**config.mk**
```make
export PLATFORM = sky130hd
export DESIGN_NAME = conv_window_scheduler
export DESIGN_NICKNAME = d
export VERILOG_FILES = /design/src/rtl/conv_pkg.sv /design/src/rtl/conv_tag_pipe.sv /design/src/rtl/conv_window_scheduler.sv
export SDC_FILE = /design/constraint.sdc
export NUM_CORES = 1
export LEC_CHECK = 0
export CELL_PAD_IN_SITES_DETAIL_PLACEMENT = 1
export CELL_PAD_IN_SITES_GLOBAL_PLACEMENT = 2
export CORE_MARGIN = 3
export CORE_UTILIZATION = 38
export CTS_CLUSTER_SIZE = 16
export DETAILED_ROUTE_END_ITERATION = 16
export PLACE_DENSITY = 0.94
export SYNTH_ARGS = -nofsm -noshare
export SYNTH_HDL_FRONTEND = slang
export SYNTH_SLANG_ARGS = --single-unit
```
**constraint.sdc**
```tcl
create_clock -name clk -period 4.6 [get_ports clk]
set_input_delay 0.46 -clock clk [delete_from_list [all_inputs] [get_ports clk]]
set_output_delay 0.46 -clock clk [all_outputs]
set_load 0.01 [all_outputs]
```
**src/rtl/conv_pkg.sv**
```systemverilog
// Shared constants, state encoding and window-index helper for the
// 7x7 IFM / 3x3 kernel convolution window scheduler.
package conv_pkg;

  localparam int IFM_DIM      = 7;
  localparam int K_DIM        = 3;
  localparam int OUT_DIM      = IFM_DIM - K_DIM + 1;
  localparam int NUM_WIN      = OUT_DIM * OUT_DIM;
  localparam int PIPE_LAT_DEF = 3;

  // Counter limits and special window positions, sized to the hardware counters
  localparam logic [5:0] IFM_FULL  = 6'(IFM_DIM * IFM_DIM);
  localparam logic [3:0] W_FULL    = 4'(K_DIM * K_DIM);
  localparam logic [2:0] POS_MAX   = 3'(OUT_DIM - 1);
  localparam logic [5:0] LAST_BASE = 6'((OUT_DIM - 1) * IFM_DIM + (OUT_DIM - 1));

  typedef enum logic [1:0] {
    ST_IDLE    = 2'd0,
    ST_LOAD    = 2'd1,
    ST_COMPUTE = 2'd2,
    ST_DRAIN   = 2'd3
  } sched_state_e;

  // Top-left buffer index of the window at output position (row, col)
  function automatic logic [5:0] win_index(input logic [2:0] row, input logic [2:0] col);
    return (6'(row) * 6'(IFM_DIM)) + 6'(col);
  endfunction

endpackage

```
**src/rtl/conv_tag_pipe.sv**
```systemverilog
// {valid,last} delay line that follows each issued window through the
// datapath latency. inflight reports whether any tag still has to reach
// the output stage after the current edge.
module conv_tag_pipe #(
  parameter int LAT = 3
) (
  input  logic clk,
  input  logic rst_n,
  input  logic tag_valid,
  input  logic tag_last,
  output logic out_valid,
  output logic out_last,
  output logic inflight
);

  logic [LAT-1:0] vld_r;
  logic [LAT-1:0] lst_r;
  logic           inflight_s;

  // Shift tags one stage per cycle; stage 0 captures the new window tag
  always_ff @(posedge clk or negedge rst_n) begin
    if (!rst_n) begin
      vld_r <= '0;
      lst_r <= '0;
    end else begin
      vld_r[0] <= tag_valid;
      lst_r[0] <= tag_last;
      for (int i = 1; i < LAT; i++) begin
        vld_r[i] <= vld_r[i-1];
        lst_r[i] <= lst_r[i-1];
      end
    end
  end

  // Any valid tag in a stage other than the output stage is still in flight
  always_comb begin
    inflight_s = 1'b0;
    for (int i = 0; i < LAT - 1; i++) begin
      inflight_s = inflight_s | vld_r[i];
    end
  end

  assign out_valid = vld_r[LAT-1];
  assign out_last  = lst_r[LAT-1];
  assign inflight  = inflight_s;

endmodule

```
**src/rtl/conv_window_scheduler.sv**
```systemverilog
// Frame sequencer for the convolution datapath: loads IFM and weight
// buffers, issues the 25 sliding-window positions under sched_ready
// back-pressure, and tracks results through the pipeline to flag the
// last result and frame completion.
module conv_window_scheduler
  import conv_pkg::*;
#(
  parameter int PIPE_LAT = PIPE_LAT_DEF
) (
  input  logic       clk,
  input  logic       rst_n,
  input  logic       in_valid,
  input  logic       weight_valid,
  input  logic       sched_ready,
  output logic       ifm_we,
  output logic [5:0] ifm_addr,
  output logic       w_we,
  output logic [3:0] w_addr,
  output logic       win_valid,
  output logic [5:0] win_base,
  output logic       out_valid,
  output logic       out_last,
  output logic       busy,
  output logic       done,
  output logic       err_busy
);

  sched_state_e state_r, state_s;
  logic [5:0]   ifm_cnt_r;
  logic [3:0]   w_cnt_r;
  logic [2:0]   row_r, col_r;
  logic         load_phase_s;
  logic         issue_s;
  logic         drain_exit_s;
  logic         inflight_s;
  logic         tag_last_s;

  assign load_phase_s = (state_r == ST_IDLE) || (state_r == ST_LOAD);
  assign ifm_we       = in_valid && load_phase_s && (ifm_cnt_r < IFM_FULL);
  assign w_we         = weight_valid && load_phase_s && (w_cnt_r < W_FULL);
  assign ifm_addr     = ifm_cnt_r;
  assign w_addr       = w_cnt_r;
  assign drain_exit_s = (state_r == ST_DRAIN) && (state_s == ST_IDLE);
  assign tag_last_s   = win_valid && (win_base == LAST_BASE);

  // Next-state and issue decision
  always_comb begin
    state_s = state_r;
    issue_s = 1'b0;
    case (state_r)
      ST_IDLE: begin
        if (ifm_we || w_we) begin
          state_s = ST_LOAD;
        end else begin
          state_s = ST_IDLE;
        end
      end
      ST_LOAD: begin
        if (((ifm_cnt_r + {5'd0, ifm_we}) == IFM_FULL) &&
            ((w_cnt_r + {3'd0, w_we}) == W_FULL)) begin
          state_s = ST_COMPUTE;
        end else begin
          state_s = ST_LOAD;
        end
      end
      ST_COMPUTE: begin
        if (sched_ready) begin
          issue_s = 1'b1;
          if ((row_r == POS_MAX) && (col_r == POS_MAX)) begin
            state_s = ST_DRAIN;
          end else begin
            state_s = ST_COMPUTE;
          end
        end else begin
          state_s = ST_COMPUTE;
        end
      end
      ST_DRAIN: begin
        if (!win_valid && !inflight_s) begin
          state_s = ST_IDLE;
        end else begin
          state_s = ST_DRAIN;
        end
      end
      default: begin
        state_s = ST_IDLE;
      end
    endcase
  end

  // State register
  always_ff @(posedge clk or negedge rst_n) begin
    if (!rst_n) begin
      state_r <= ST_IDLE;
    end else begin
      state_r <= state_s;
    end
  end

  // Load counters and window row/col position; all cleared when the frame drains
  always_ff @(posedge clk or negedge rst_n) begin
    if (!rst_n) begin
      ifm_cnt_r <= 6'd0;
      w_cnt_r   <= 4'd0;
      row_r     <= 3'd0;
      col_r     <= 3'd0;
    end else if (drain_exit_s) begin
      ifm_cnt_r <= 6'd0;
      w_cnt_r   <= 4'd0;
      row_r     <= 3'd0;
      col_r     <= 3'd0;
    end else begin
      if (ifm_we) begin
        ifm_cnt_r <= ifm_cnt_r + 6'd1;
      end
      if (w_we) begin
        w_cnt_r <= w_cnt_r + 4'd1;
      end
      if (issue_s) begin
        if (col_r == POS_MAX) begin
          col_r <= 3'd0;
          row_r <= row_r + 3'd1;
        end else begin
          col_r <= col_r + 3'd1;
        end
      end
    end
  end

  // Registered window issue, status and error pulses
  always_ff @(posedge clk or negedge rst_n) begin
    if (!rst_n) begin
      win_valid <= 1'b0;
      win_base  <= 6'd0;
      busy      <= 1'b0;
      done      <= 1'b0;
      err_busy  <= 1'b0;
    end else begin
      win_valid <= issue_s;
      if (issue_s) begin
        win_base <= win_index(row_r, col_r);
      end
      busy     <= (state_s != ST_IDLE);
      done     <= drain_exit_s;
      err_busy <= (in_valid || weight_valid) && !load_phase_s;
    end
  end

  conv_tag_pipe #(
    .LAT (PIPE_LAT)
  ) u_tag_pipe (
    .clk       (clk),
    .rst_n     (rst_n),
    .tag_valid (win_valid),
    .tag_last  (tag_last_s),
    .out_valid (out_valid),
    .out_last  (out_last),
    .inflight  (inflight_s)
  );

endmodule

```
### After elaboration in Yosys (flattened, before gate mapping)

Index checks and enable logic that the tools add are counted.

| storage, ports and cells | value |
|---|---|
| flip-flop bits (word level) | 34 |
| input bits | 5 |
| output and inout bits | 24 |
| word-level logic and storage cells | 73 |

| operators by class | value |
|---|---|
| $add $sub $neg | 7 |
| multipliers | 1 |
| order comparisons | 2 |
| equal/unequal tests | 8 |
| muxes and demuxes | 18 |
| bitwise operators | 1 |
| reductions and logical operators | 24 |

Operators by type and width:

| kind | number |
|---|---|
| 3-bit 2-to-1 mux | 6 |
| 6-bit == test, second input constant | 2 |
| 6-bit 2-to-1 mux | 2 |
| 1-bit logical AND | 10 |
| 2-bit nonzero test | 5 |
| 4-bit 2-to-1 mux | 2 |
| 2-bit one-hot mux with 4 select lines | 1 |
| 3-bit by 1-bit adder with 3-bit output, second input constant | 2 |
| 6-bit by 1-bit adder with 6-bit output | 1 |
| 6-bit by 1-bit adder with 6-bit output, second input constant | 1 |
| 6-bit by 3-bit adder with 6-bit output | 1 |
| 3-bit == test, second input constant | 2 |
| 6-bit < comparator, second input constant | 1 |
| 3-bit by 3-bit multiplier with 6-bit output, second input constant | 1 |
| 2-bit 2-to-1 mux | 3 |
| 4-bit by 1-bit adder with 4-bit output | 1 |
| 4-bit by 1-bit adder with 4-bit output, second input constant | 1 |
| 2-bit == test, second input constant | 2 |
| 4-bit == test, second input constant | 1 |
| 2-bit zero test | 2 |
| 4-bit < comparator, second input constant | 1 |
| 1-bit 2-to-1 mux | 4 |
| 1-bit zero test | 3 |
| 1-bit logical OR | 3 |
| 3 further kinds | 3 |

### Depth between registers and ports, before layout

| logic depth | value |
|---|---|
| word-level depth | 13 |
| depth in mapped cells | 11 |

### By module

Synthesis repeated with hierarchy kept, for this count alone.

| unflattened totals | value |
|---|---|
| cells, all modules | 190 |
| area, all modules | 1955.6 sq um |

Modules (own cells, without submodules):

| module | instances | cells each | area each (sq um) |
|---|---|---|---|
| conv_window_scheduler | 1 | 183 | 1799.2 |
| conv_tag_pipe | 1 | 7 | 156.4 |

### Worst setup path before layout

Ideal clock, no wire load.

| timing | value |
|---|---|
| kind | register to register |
| from | register row_r[0] |
| to | register win_base[5] |
| data arrival time | 2518 ps |
| required time | 4464 ps |
| slack | 1946 ps |
| stages on the path, launching flop included | 10 |
| clock period less this slack | 2654 ps |
| path through | dfrtp_1 > fa_1 > inv_1 > fa_1 > inv_1 > fa_1 > a21o_1 > a21oi_1 > xor2_1 > o21ai_0 |

| between the ends | value |
|---|---|
| cells in the longest elaborated chain, start to end | 2 |

RTL lines:

| item | RTL line | text |
|---|---|---|
| start, declared | conv_window_scheduler.sv:31 | `logic [2:0] row_r, col_r;` |
| start signal, assigned | conv_window_scheduler.sv:122 | `row_r <= row_r + 3'd1;` |
| 3-bit by 3-bit multiplier with 6-bit output | conv_pkg.sv:26 | `return (6'(row) * 6'(IFM_DIM)) + 6'(col);` |
| 6-bit by 3-bit adder with 6-bit output | conv_pkg.sv:26 |  |
| end signal, assigned | conv_window_scheduler.sv:141 | `win_base <= win_index(row_r, col_r);` |
| end, declared | conv_window_scheduler.sv:20 | `output logic [5:0] win_base,` |

Every way passes these cells.
A chain may end at the register's enable or synchronous reset.

### Worst setup path after layout

Ends and elaborated chain as after synthesis.

==> results.yml <==
run_status:
  outcome: "complete, no violations"
hold_path:
  hold_class: "flop to flop"
drt:
  vias: 1391
  viasPerCell: 4.86
  wl_um: 4070
  drtIter0Drc: 86
  drc: 0
  final_antenna_net_count: 0
  detail_route.wl_per_cell_um: 14.2
  firstDrtPassIters: 2
floorplanning:
  die_x_um: 78.5
  die_area_um2: 6160
  rows: 25
  start_util_pct: 40.6
  coreArea_um2: 4910
  num_io_pins: 29
  dieHeight_um: 78.5
synthesis:
  synth_edf_count: 0
  syn_nets: 216
  synthTopCellsByArea: "dfrtp_1 43%, ha_1 13%, fa_1 4.0%"
  synthCells: 186
  ys.flop_type: "dfrtp_1"
  synthesis.area_um2: 2000
  yosysTopAreaCell: "dfrtp_1"
  synthArstFlopShare_pct: 100
  post_synth_num_cell_types: 46
  ys_warn_count: 0
  synth.yosys.seq_area_share_pct: 42.6
  synth.avg_cell_area_um2: 10.7
  synth_top_area_share_pct: 42.6
  ys_ff_latch: 34
setup_path:
  crit_arrival_ps: 2940
  cpMostUsedCell: "fa_1"
  crit_required_ps: 4760
  crit_path_end_kind: "flop"
  worstPathCellList: "fa_1 > inv_1 > fa_1 > inv_1 > fa_1 > a21o_1 > a21oi_1 > xor2_1 > o21ai_0"
  crit_type: "flop to flop"
  cp_slowest_cell: "fa_1"
  critPathMaxStageDelay_ps: 550
  cp_max_fo: 5
  cp-start-kind: "flop"
cts:
  clk_latency_ps: 280
  cts_setup_buffers: 0
  postCtsResizedCells: 0
  clk_path_buf_depth: 2
  cts_tree: "built"
  htree_num_levels: 2
  path_clk_slew_ps: 70
  cts_num_sinks: 34
  cts_root_buffer: "clkbuf_8"
  cts_buffers: 5
  ctsHoldBuffers: 0
place:
  port_buffers: 28
  dpl.hpwl_um: 3080
  dp_slack_ps: 1810
  gp_congestion: 0.772
cells_and_area:
  fillers: 558
  final_common_cell: "dfrtp_1"
  diodes: 0
  final_cell_mix: "34 x dfrtp_1, 28 x clkdlybuf4s50_1, 21 x inv_1, 21 x ha_1, 18 x nand2_1"
  syn_to_final_growth_pct: 23.1
  final_nets: 248
  drive_gt1_share_pct: 11.4
global_routing:
  grt_max_degree: 35
  grt_pass1_wl_um: 7220
  first_global_vias: 1464
  antenna_found_initial: 0
  grt_use_total_pct: 15.0
  grt.overflow.total: 0
sta:
  timing.final.hold_violations: 0
  fin_skew_ps: 3.14
  fmax_mhz: 360
  setup_ws_ps: 1820
  fin_crit_sh_pct: 60.4
  fin_crit_ps: 2780
  rsz0062_at_grt: "false"
  slew_headroom_pct: 64.3
  finalSetupTns_ps: 0
  finalMaxSlewViolations: 0
  worstMarginPinSlew_ps: 535
  setup_viol: 0
power_and_ir_drop:
  finalPower_w: 0.00112
  p_per_area_nw_per_um2: 457
  p_leak_nw: 1.16
  irDropWorstVdd_uv: 158
job:
  drv_cap: 0
final timing paths:
path,to,slack [ps],start,cells past startpoint
setup / recovery,win_base[5],1820,row_r[0],9
hold / removal,u_tag_pipe.lst_r[2],350,u_tag_pipe.lst_r[1],0
setup reg to reg,win_base[5],1820,row_r[0],9
hold reg to reg,u_tag_pipe.lst_r[2],350,u_tag_pipe.lst_r[1],0
max in group asynchronous,ifm_addr[1],3700,rst_n,2
min in group asynchronous,w_addr[1],600,rst_n,2
metrics by stage:
stage          std cells  instance area [um^2]  hold slack [ps]  util (%)
6_report             286                  2460              352      50.0
2_1_floorplan        186                  2000              164         -
4_1_cts              286                  2460              354      50.0
3_3_place_gp         278                  2340              336      47.7
3_5_place_dp         278                  2340              336      47.7
5_1_grt              286                  2460              371      50.0
sequential cells by signal (all words and copies together) (netlist names):
register and cells:
col_r 3, done 1, win_valid 1, ifm_addr 6, state_r 2, w_addr 4
err_busy 1, row_r 3, u_tag_pipe.vld_r 3, win_base 6, busy 1, u_tag_pipe.lst_r 3
layer usage:
layer	vias up	part of all wire [%]	track usage (%)
li1	688	-	-
met1	676	47	20.0
met2	21	48	24.1
met3	6	3.2	3.44
met4	0	1.5	4.72
met5	-	0	0
cell families after synthesis:
group                    share of synthesized area, %
adder cells (fa/ha/maj)                          17.2
buffers and inverters                            5.14
XOR/XNOR                                         5.27
multiplexers                                     1.00
AO/OA/AOI/OAI                                    12.5
AND/OR/NAND/NOR                                  16.2
flip-flops                                       42.6
worst max-delay path, delay by kind of cell, from the launching register on:
family	cells	cell delay, ps
AOI/OAI and AO/OA	3	450
xor gates and xnor gates	1	170
buffers and inverters	2	110
adders and majority gates	3	1470
DFF	1	460
where the power goes:
part           total (W)  internal [W]  leakage [nW]  switching [W]
clock network   0.000275      0.000161        0.0504       0.000114
logic           0.000398      0.000217         0.675       0.000181
registers       0.000450      0.000348         0.439       0.000102
area by class of cell:
type                            count  area [um^2]  share of cell area (%)
Sequential cell                    34          851                    34.6
Clock buffer                        5         68.8                    2.80
Tap cell                           67         83.8                    3.41
Inverter                           21         78.8                    3.21
Multi-Input combinational cell    127         1040                    42.4
Clock inverter                      3         45.0                    1.83
Timing Repair Buffer               29          288                    11.7
cells in the mapped netlist (3+ instances only):
master and number:
dfrtp_1 34, ha_1 21, inv_1 21, nand2_1 18, nor2_1 12, xnor2_1 8
a21oi_1 6, fa_1 4, nor2_2 4, nor3_1 4, o21ai_0 4, xor2_1 4
nand3_1 3, o211ai_1 3
No activity file was read; power rests on OpenSTA's default activity.
